## config.mk

```make
export PLATFORM = sky130hd
export DESIGN_NAME = sp1_ff_pipe
export DESIGN_NICKNAME = d
export VERILOG_FILES = /design/src/rtl/sp1_ff_pipe.sv
export SDC_FILE = /design/constraint.sdc
export NUM_CORES = 1
export LEC_CHECK = 0
export BUFFER_PORTS_ARGS = -buffer_cell sky130_fd_sc_hd__buf_4
export CAP_MARGIN = 10
export CORE_AREA = 4 4 78 80
export CTS_CLUSTER_DIAMETER = 50
export DETAILED_ROUTE_END_ITERATION = 8
export DIE_AREA = 0 0 82 84
export GPL_TIMING_DRIVEN = 0
export HOLD_SLACK_MARGIN = 0.1
export PLACE_DENSITY = 0.9
export SLEW_MARGIN = 20
export SYNTH_ARGS = -nofsm -noshare
export SYNTH_HDL_FRONTEND = slang
export SYNTH_SLANG_ARGS = --single-unit
```

## constraint.sdc

```tcl
create_clock -name clk -period 3.45 [get_ports clk]
set_input_delay 0.8625 -clock clk [delete_from_list [all_inputs] [get_ports clk]]
set_output_delay 0.8625 -clock clk [all_outputs]
set_load 0.03 [all_outputs]
```

## src/rtl/sp1_ff_pipe.sv

```systemverilog
// Elastic register pipeline of DEPTH stages with collapsing bubbles.
// Optional occupancy counter port occ under SP1_FF_PIPE_CNT_EN.
module sp1_ff_pipe #(
  parameter int DW    = 32,
  parameter int DEPTH = 2
) (
  input  logic          clk,
  input  logic          rst,
  input  logic          in_valid,
  input  logic [DW-1:0] in_data,
  output logic          in_ready,
  output logic          out_valid,
  output logic [DW-1:0] out_data,
  input  logic          out_ready,
  input  logic          flush
`ifdef SP1_FF_PIPE_CNT_EN
  ,
  output logic [$clog2(DEPTH+1)-1:0] occ
`endif
);

  logic [DEPTH-1:0] r_v;
  logic [DW-1:0]    r_d [DEPTH];
  logic [DEPTH-1:0] w_adv;
  logic [DEPTH-1:0] w_ld;
  logic [DW-1:0]    w_src [DEPTH];
  logic             w_acc;

  // A stage may move on when the next one is empty or moving itself.
  assign w_adv[DEPTH-1] = out_ready;
  for (genvar i = 0; i < DEPTH-1; i++) begin : g_adv
    assign w_adv[i] = ~r_v[i+1] | w_adv[i+1];
  end

  assign in_ready = (~r_v[0] | w_adv[0]) & ~flush & ~rst;
  assign w_acc    = in_valid & in_ready;

  assign w_ld[0]  = w_acc;
  assign w_src[0] = in_data;
  for (genvar i = 1; i < DEPTH; i++) begin : g_ld
    assign w_ld[i]  = w_adv[i-1] & r_v[i-1] & ~flush;
    assign w_src[i] = r_d[i-1];
  end

  always_ff @(posedge clk or posedge rst) begin
    if (rst) begin
      r_v <= '0;
      for (int i = 0; i < DEPTH; i++) r_d[i] <= '0;
    end else begin
      for (int i = 0; i < DEPTH; i++) begin
        if (flush)         r_v[i] <= 1'b0;
        else if (w_ld[i])  r_v[i] <= 1'b1;
        else if (w_adv[i]) r_v[i] <= 1'b0;
        if (w_ld[i]) r_d[i] <= w_src[i];
      end
    end
  end

  assign out_valid = r_v[DEPTH-1];
  assign out_data  = r_d[DEPTH-1];

`ifdef SP1_FF_PIPE_CNT_EN
  localparam int CW = $clog2(DEPTH+1);
  logic [CW-1:0] r_occ;
  logic          w_pop;

  assign w_pop = r_v[DEPTH-1] & out_ready;

  always_ff @(posedge clk or posedge rst) begin
    if (rst)                 r_occ <= '0;
    else if (flush)          r_occ <= '0;
    else if (w_acc & ~w_pop) r_occ <= r_occ + CW'(1);
    else if (w_pop & ~w_acc) r_occ <= r_occ - CW'(1);
  end

  assign occ = r_occ;
`endif

endmodule
```

# == After elaboration in Yosys (flattened, before gate mapping) ==
# Index checks and enable logic that the tools add are counted.
# totals
ff_bits,66
input_bits,37
wordCells,23
# classes
n_reduce_logical,2
bitwise,11
n_mux,6
# op_table
operator,count
$mux 1,6
$reduce_bool 3->1,2
$and 1x1->1,5
$not 1->1,4
$or 1x1->1,2

# == Depth between registers and ports, before layout ==
# logic_depth
word_depth,8
depth_mapped,4
ltp_nobuf,3

# == Worst setup path before layout ==
# No wires, ideal clock.
# synth_timing
kind,input-to-output
start,input out_ready
end,output in_ready
t_arrival_ns,1.322
cell_stages,2
setup_slack_ns,1.266
path_cell_list,nand3b_1 > and2_1
# synth_between
elab_chain_len,4
# synth_rtl
item,line,source
"start, declared",14,"input logic out_ready,"
$or 1x1->1,32,assign w_adv[i] = ~r_v[i+1] | w_adv[i+1];
$or 1x1->1,35,assign in_ready = (~r_v[0] | w_adv[0]) & ~flush & ~rst;
$and 1x1->1 (2 in a row),35,
"end, declared",11,"output logic in_ready,"
# No other way between the ends.

# == Final worst setup path ==
# Ends and elaborated chain as after synthesis.

==> qor.csv <==
metric,value,unit
category of cells accounting for the largest share of critical-path delay,simple AND/OR/NAND/NOR gates,
Final Max Slew Viols,0,
timing startpoint of the critical path,out_ready,
overall track demand over capacity in global routing,0.1668,
Placed Cells,323,
initial core utilization,0.5595,
total stage count of the critical path,4,
Synth Area per Inst,16.80,µm²
highest cell delay on the worst timing path,210,ps
xor and xnor area share after synthesis,0,
final-report setup violation count,0,
maximum count of clock buffers along a single path,2,
area of all placed cells without fillers,3866,µm²
diode count,0,
final core utilization,0.7153,
floorplan die area,6888,µm²
final clock period utilization by the worst path,0.6897,
final critical delay including setup and external delays,2379,ps
Clock Pin Slew Worst Setup and Hold Paths,70,ps
maximum VDD drop,472.4,µV
final hold vios,0,
number of iterations in the first detailed-routing pass,3,
Clock H-tree levels,3,
TritonCTS Sinks,66,
remaining global-route overflow,0,
#FFs+latches synth,66,
worst hold-check slack,502.0,ps
Via-to-Cell Ratio,4.630,
status,finished clean,
"most common cell after layout, fill and taps aside",buf_4,
via count of the first global-routing pass,1729,
count of nets left with antenna violations after detail routing,0,
largest net degree at the start of global routing,42,
number of buffers inserted to repair setup after CTS,0,
CP arrival,1520,ps
worst-case register-to-register setup slack,2060,ps
last element of the critical path,in_ready,
part of the Yosys area used for sequential elements,0.5461,
Resized cells post-CTS,0,
first-pass GRT wire length,8.466,mm
die height,84,µm
beginning of the worst register-to-register path,r_v[1],
CTS Root Buffer Type,clkbuf_8,
Detail Placement HPWL,3.699,mm
count of standard-cell rows,27,
placed cell areas,3662,µm²
worst reg-to-reg path cell count,4,
number of I/O port buffers,70,
gpl congestion,0.6920,
critical path required time,2590,ps
final sum of negative setup slack,0,ps
Num CTS Buffers,9,
"share of synthesized cell area in full adder, half adder and majority cells",0,
setup repair after global routing missed its margin,no,
reg-to-reg critical path endpoint,out_data[19],
complex-gate fraction of the synthesized area,0.001655,
CP Max Fanout,2,
sum of buffers and inverters on the critical path,2,
Remaining DRCs,0,
tightest slew margin relative to the limit,0.7759,
dominant combinational cell family by area after synthesis,multiplexers,
net count of the mapped netlist,217,
area added between synthesis and finish,27.84,%
path type of the worst setup path,input port to output port,
most repeated library cell on the critical path,buf_4,
ordered cell list for the critical path,buf_4 -> nand3b_1 -> and2_1 -> buf_4,
Final Skew,5.946,ps
category of the worst setup path launch point,input port,
post-DR wirelength/cell,15.13,µm
"area fraction in and, or, nand and nor cells after synthesis",0.02772,
number of instances in the synthesized netlist,180,
Yosys cell types,16,
chip width,82,µm
Syn. warnings,0,
cell area power density,726.9,nW/µm²
number of antenna violations at the first check in global routing,0,
number of hold buffers added after cts,0,
Starting DRT DRC Count,38,
Max Cap Violations,0,
I/O pin cnt,71,
total number of vias,1565,
area of the core,5405,µm²
later-pin clock latency in the skew report,330,ps
final cell count without fillers,338,
mux cell area share after synthesis,0.3115,
standard cell with the maximum stage delay on the critical path,nand3b_1,
worst min-delay path category,flop to flop,
Netlist Area Pre-Place,3024,µm²
slew at the pin with the worst max-slew slack,336.2,ps
nets,299,
highest clock frequency the design can meet,420.3,MHz
leakage power,1.978,nW
sort of element at the end of the critical path,output port,
share of final-layout standard cells stronger than drive strength 1,0.7256,
"commonest cells after routing, fill and taps aside","buf_4, dfrtp_1, mux2_4",
TritonCTS clock tree,done,
total routed wirelength,5.113,mm
-- cell usage after synthesis --
cell type	number	share of area
and2_1	1	0.0021
and2b_4	1	0.0033
buf_12	3	0.020
buf_4	32	0.079
buf_6	3	0.011
dfrtp_1	66	0.55
inv_1	2	0.0025
mux2_2	5	0.019
mux2_4	59	0.29
nand2b_2	1	0.0029
nand3_4	1	0.0058
nand3b_1	1	0.0025
nor2_1	2	0.0025
nor2_2	1	0.0021
nor2_8	1	0.0066
o21ai_0	1	0.0017
-- per-layer routing --
layer | wire length [µm] | global-route usage | vias to the layer above
met5 | 0 | 0 | -
met4 | 121 | 0.09517 | 0
met3 | 280 | 0.03780 | 10
met2 | 2460 | 0.2528 | 47
met1 | 2250 | 0.2165 | 761
li1 | - | - | 747
-- state kept, by name, indices dropped and copies added (netlist names) --
register / count
out_data: 32
r_d: 32
r_v: 2
-- cell type report --
cell class / instances / area (µm²)
Multi-Input combinational cell: 74 / 1031
Inverter: 2 / 10.01
Clock inverter: 2 / 35.03
Clock buffer: 13 / 168.9
Timing Repair Buffer: 71 / 545.5
Sequential cell: 66 / 1652
Buffer: 38 / 334.1
Tap cell: 72 / 90.09
Fill cell: 374 / 1539
-- worst min path at each step --
stage | startpoint | end | slack [ps] | cells after the start
after floorplan | r_d[43] | r_d[43] | 480 | 1
after global placement | r_d[62] | out_data[30] | 480 | 1
after CTS | r_d[62] | out_data[30] | 500 | 1
after detailed placement | r_d[62] | out_data[30] | 490 | 1
after global routing | rst | out_data[2] | 520 | 2
final | r_d[61] | out_data[29] | 500 | 1
-- worst register-to-register path, stage by stage (launching register included) --
cell     delay, ps
dfrtp_1        390
and2b_4        200
nor2_8         200
buf_12         180
mux2_4         310
-- through the flow --
step / worst slack [ps] / power, W
after floorplan: 932.7 / 0.001864
after global placement: 178.9 / 0.002141
after detailed placement: 1069 / 0.002177
after CTS: 1067 / 0.002843
after global routing: 1032 / 0.002956
final: 1071 / 0.002810
-- where the power goes --
part / total (W) / internal (W) / switching, W
Combinational: 0.00106 / 0.000608 / 0.000447
Clock: 0.000656 / 0.000388 / 0.000268
Sequential: 0.00110 / 0.000978 / 0.000121
Total: 0.00281 / 0.00197 / 0.000836
-- logic make-up (layout without fill, tap and decap cells) --
logic type	count (synthesis)	after routing
and+or+nand+nor	9	9
muxes	64	64
DFF	66	66
buffers and inverters	40	126
AOI/OAI and AO/OA	1	1
Power figures use the tool's default switching activity.
